===== config.mk =====
export PLATFORM = sky130hd
export DESIGN_NAME = pipelined_multiplier
export DESIGN_NICKNAME = d
export VERILOG_FILES = /design/src/rtl/pipelined_multiplier.sv
export SDC_FILE = /design/constraint.sdc
export NUM_CORES = 1
export LEC_CHECK = 0
export ABC_AREA = 1
export BUFFER_PORTS_ARGS = -buffer_cell sky130_fd_sc_hd__buf_2
export CAP_MARGIN = 40
export CORE_UTILIZATION = 55
export CTS_BUF_LIST = sky130_fd_sc_hd__clkbuf_16
export DETAILED_ROUTE_END_ITERATION = 16
export MAX_ROUTING_LAYER = met4
export PLACE_DENSITY = 0.81
export SLEW_MARGIN = 20
export SYNTH_ARGS = -nofsm -noshare
export SYNTH_HDL_FRONTEND = slang
export SYNTH_SLANG_ARGS = --single-unit

===== constraint.sdc =====
create_clock -name Clk -period 9.7 [get_ports Clk]
set_input_delay 0.485 -clock Clk [delete_from_list [all_inputs] [get_ports Clk]]
set_output_delay 0.485 -clock Clk [all_outputs]
set_load 0.02 [all_outputs]

===== src/rtl/pipelined_multiplier.sv =====
// Three-stage pipelined WIDTH x WIDTH multiplier with valid/ready handshake.
//   S0 captures the operands, S1 forms two half-row partial sums, S2 adds them into P.
// A global enable freezes every stage. Optional signed support is compiled in
// when PIPELINED_MULTIPLIER_SIGNED_EN is defined. Otherwise the Signed port is kept
// but ignored, and no sign-extension logic is built.
module pipelined_multiplier #(
  parameter int WIDTH = 8
) (
  input  logic               Clk,
  input  logic               Reset_n,
  input  logic               En,
  input  logic               In_valid,
  output logic               In_ready,
  input  logic [WIDTH-1:0]   A,
  input  logic [WIDTH-1:0]   B,
  input  logic               Signed,
  output logic               Out_valid,
  input  logic               Out_ready,
  output logic [2*WIDTH-1:0] P
);

  localparam int PW   = 2 * WIDTH;
  localparam int HALF = WIDTH / 2;

  // Stage valid bits
  logic v0, v1, v2;

  // S0 operand registers
  logic [WIDTH-1:0] a0, b0;
`ifdef PIPELINED_MULTIPLIER_SIGNED_EN
  logic             sgn0;
`else
  logic             unused_signed;
  assign unused_signed = Signed;
`endif

  // S1 partial-sum registers
  logic [PW-1:0] sum_lo1, sum_hi1;

  // Combinational partial sums computed from S0
  logic [PW-1:0] ext_a;
  logic [PW-1:0] lo_sum, hi_sum;

  // Handshake terms
  logic pop;
  logic adv0, adv1;
  logic run;

  // A stage may move forward only if the pipeline is running and the stage after it
  // has room. Room means that stage is empty, or it moves forward in this same cycle.
  // This chain is combinational from Out_ready back to In_ready.
  assign run       = En & Reset_n;
  assign Out_valid = v2 & run;
  assign pop       = Out_valid & Out_ready;
  assign adv1      = run & (~v2 | pop);
  assign adv0      = run & (~v1 | adv1);
  assign In_ready  = run & (~v0 | adv0);

  // Build the two half partial sums. The multiplicand is extended to the full product
  // width. In signed mode, the top multiplier bit has negative weight, so its row is
  // subtracted instead of added. All arithmetic wraps modulo 2^PW, which gives the
  // exact two's-complement product.
  always_comb begin
    ext_a  = {{WIDTH{1'b0}}, a0};
`ifdef PIPELINED_MULTIPLIER_SIGNED_EN
    if (sgn0) begin
      ext_a = {{WIDTH{a0[WIDTH-1]}}, a0};
    end
`endif
    lo_sum = '0;
    hi_sum = '0;
    for (int i = 0; i < HALF; i++) begin
      if (b0[i]) begin
        lo_sum = lo_sum + (ext_a << i);
      end
    end
    for (int i = HALF; i < WIDTH; i++) begin
      if (b0[i]) begin
`ifdef PIPELINED_MULTIPLIER_SIGNED_EN
        if (sgn0 && (i == WIDTH - 1)) begin
          hi_sum = hi_sum - (ext_a << i);
        end else begin
          hi_sum = hi_sum + (ext_a << i);
        end
`else
        hi_sum = hi_sum + (ext_a << i);
`endif
      end
    end
  end

  // S0: capture the operands whenever the input side is ready.
  // If no operands are offered, a bubble is captured instead.
  always_ff @(posedge Clk) begin
    if (!Reset_n) begin
      v0   <= 1'b0;
      a0   <= '0;
      b0   <= '0;
`ifdef PIPELINED_MULTIPLIER_SIGNED_EN
      sgn0 <= 1'b0;
`endif
    end else if (In_ready) begin
      v0 <= In_valid;
      if (In_valid) begin
        a0   <= A;
        b0   <= B;
`ifdef PIPELINED_MULTIPLIER_SIGNED_EN
        sgn0 <= Signed;
`endif
      end
    end
  end

  // S1: register the two partial sums when S0 moves forward.
  // The data is left untouched when S0 carries a bubble.
  always_ff @(posedge Clk) begin
    if (!Reset_n) begin
      v1      <= 1'b0;
      sum_lo1 <= '0;
      sum_hi1 <= '0;
    end else if (adv0) begin
      v1 <= v0;
      if (v0) begin
        sum_lo1 <= lo_sum;
        sum_hi1 <= hi_sum;
      end
    end
  end

  // S2: add the partial sums into P. P keeps its last value after a pop until a
  // real product replaces it.
  always_ff @(posedge Clk) begin
    if (!Reset_n) begin
      v2 <= 1'b0;
      P  <= '0;
    end else if (adv1) begin
      v2 <= v1;
      if (v1) begin
        P <= sum_lo1 + sum_hi1;
      end
    end
  end

endmodule


==> results by group <==
Floorplanning
  • Initial Utilization: 56.64%
  • Die X: 99.32 um
  • Die ar.: 9863 um2
  • Cell row count: 35
  • Die height: 99.32 um
  • # IOs: 40
  • Total core area: 9196 um2

Worst setup path
  • CP endpoint kind: flop
  • Crit-path max FO: 11
  • Crit path kind: reg -> reg
  • Startpoint types: flop
  • Worst Path Required: 9.88 ns
  • Slowest-stage cell, CP: dfxtp_1
  • Worst Path Arrival: 5.16 ns
  • Slowest stage delay, CP: 0.69 ns

Timing
  • Max Fclk: 200.7 MHz
  • Setup_tns: 0 ns
  • Minimum clock period: 4.983 ns
  • Worst-margin pin slew: 0.8203 ns
  • Final setup fails: 0
  • Final Hold Fails: 0
  • Hold_ws: 0.3949 ns
  • Max Slew Vio Count: 0
  • RSZ-0062 raised after global routing: no
  • Slew headroom: 45.25%
  • Period utilization: 51.37%
  • Clock Skews: 0.009632 ns

Clock network
  • CTS tree: done
  • CTS Root Buffer Type: clkbuf_16
  • Clock slew at reported path FFs: 0.06 ns
  • Clock sink count: 59
  • H-tree depth: 3
  • Setup bufs post-CTS: 0
  • Hold buffer count at cts: 0
  • PostCTS Resize Cnt: 0
  • TritonCTS buffer count: 9
  • Clk buf depth: 2
  • Clk_lat worst skew: 0.33 ns

Synthesis
  • Synth Cell Area: 5209 um2
  • Top cells by area, synth: dfxtp_1 23%, ha_1 14%, nand2_1 13%
  • Netlist cell types: 46
  • Most frequent cell after synthesis: nand2_1
  • Post-synth ARST share: 0%
  • Sequential fraction of the synthesis area: 22.68%
  • Synth top area share: 22.68%
  • Synthesized instance count: 764
  • Largest area contributor in the netlist: dfxtp_1
  • EDFF count, synth: 0
  • Top_reg_cell synth: dfxtp_1
  • Mapped Nets: 853
  • Yosys reg bits: 59
  • Total of warnings raised by yosys: 0
  • Avg Synthesized Cell Area: 6.818 um2
  • Most frequent cells after synthesis: 180 x nand2_1, 110 x inv_1, 69 x a21oi_1, 60 x ha_1, 59 x dfxtp_1

Finish
  • Share of cells above drive strength 1: 10.71%
  • Area delta synth->final: 10.26%
  • Antenna diode count: 0
  • # fillers: 811
  • Fin nets: 878

Power
  • Power consumption: 0.7069 mW
  • Total power per unit cell area: 123.1 nW/um2
  • Worst VDD drop: 0.07359 mV
  • Leakage: 3.081 nW

Global routing
  • All-Layer GR Usage: 29.35%
  • Vias in the first global route: 5130
  • First-pass GRT wire length: 22510 um
  • Remaining Overflow, GRT: 0
  • Initial antenna violation count: 0
  • Largest net degree at the start of global routing: 37

Detailed routing
  • Routed length per instance: 14.45 um
  • Vias: 5131
  • DRC violations left: 0
  • DR vias/cell: 5.670
  • First-pass DRT Iterations: 7
  • Post-Route WL: 13080 um
  • Final ANT Viol Nets: 0
  • Initial DRC count: 311

Placement
  • Routability cong.: 0.9043
  • Detailed placer's ending HPWL: 9544 um
  • Port Buffers: 38

Worst hold path
  • Min-Delay Path Class: in -> reg

Run
  • Max cap viols: 0

Status
  • Outcome: finished, final reports clean
-- area by class of cell --
class,count,area (um2),share of cell area [%]
Multi-Input combinational cell,567,3463,60.30
Tap cell,111,138.9,2.418
Clock buffer,9,225.2,3.922
Clock inverter,7,116.4,2.026
Sequential cell,59,1181,20.57
Timing Repair Buffer,38,190.2,3.312
Inverter,114,427.9,7.451
-- registers in the layout, indices dropped and copies added (netlist names) --
name / count
P: 16
sum_hi1: 12
sum_lo1: 12
a0: 8
b0: 8
v0: 1
v1: 1
v2: 1
-- cells in the final DEF (no fill, tap or decap), types with 4 or more instances in the layout --
cell type / count
nand2_1: 180
inv_1: 110
a21oi_1: 69
ha_1: 60
dfxtp_1: 59
nand3_1: 53
o21ai_0: 38
buf_2: 38
nor2_1: 25
o21ai_1: 19
xor2_1: 19
o21bai_1: 12
nand4_1: 10
a31oi_1: 9
clkbuf_16: 9
fa_1: 7
nand2_2: 6
xnor2_1: 6
nor2_2: 5
inv_2: 4
a21o_1: 4
a21boi_0: 4
o21a_1: 4
a22oi_1: 4
-- stage by stage --
step	util (%)	setup WS, ns	area (um2)	std cells
6_report	62.45	4.717	5743	905
4_1_cts	62.45	4.846	5743	905
3_5_place_dp	58.73	4.892	5401	889
2_1_floorplan	-	5.755	5209	764
3_3_place_gp	58.73	5.042	5401	889
5_1_grt	62.45	4.318	5743	905
-- logic make-up after synthesis --
| logic type | synth area share, % |
|---|---|
| AOI/OAI and AO/OA | 19.67 |
| adders and majority gates | 17.10 |
| and+or+nand+nor | 25.51 |
| xor gates and xnor gates | 4.204 |
| buffers and inverters | 10.83 |
| DFF | 22.68 |
-- worst max-delay path: cells and delay by family, from the launching register on --
kind	cells	cell delay, ns
compound gates	10	1.47
xor+xnor	1	0.16
fa+ha+maj	4	1.24
buf+inv	5	0.49
flops	1	0.69
simple gates	7	0.78
-- power breakdown --
group | internal [mW] | switching (mW)
clock network | 0.250 | 0.121
logic | 0.0278 | 0.0477
registers | 0.247 | 0.0132
total | 0.525 | 0.182
-- path summary, 6_finish.rpt --
kind | start | endpoint | slack [ns] | depth (start not counted)
setup / recovery | a0[1] | sum_lo1[11] | 4.72 | 27
hold reg to reg | P[6] | P[6] | 0.46 | 2
hold / removal | A[5] | a0[5] | 0.39 | 3
setup reg to reg | a0[1] | sum_lo1[11] | 4.72 | 27
-- metal layers --
layer	wire length [um]	global-route usage [%]	up-vias
met3	508	4.708	35
met5	0	-	-
li1	-	-	2568
met4	381	13.91	0
met1	5643	32.52	2391
met2	6547	51.50	137
(Power assumes the default switching activity.)
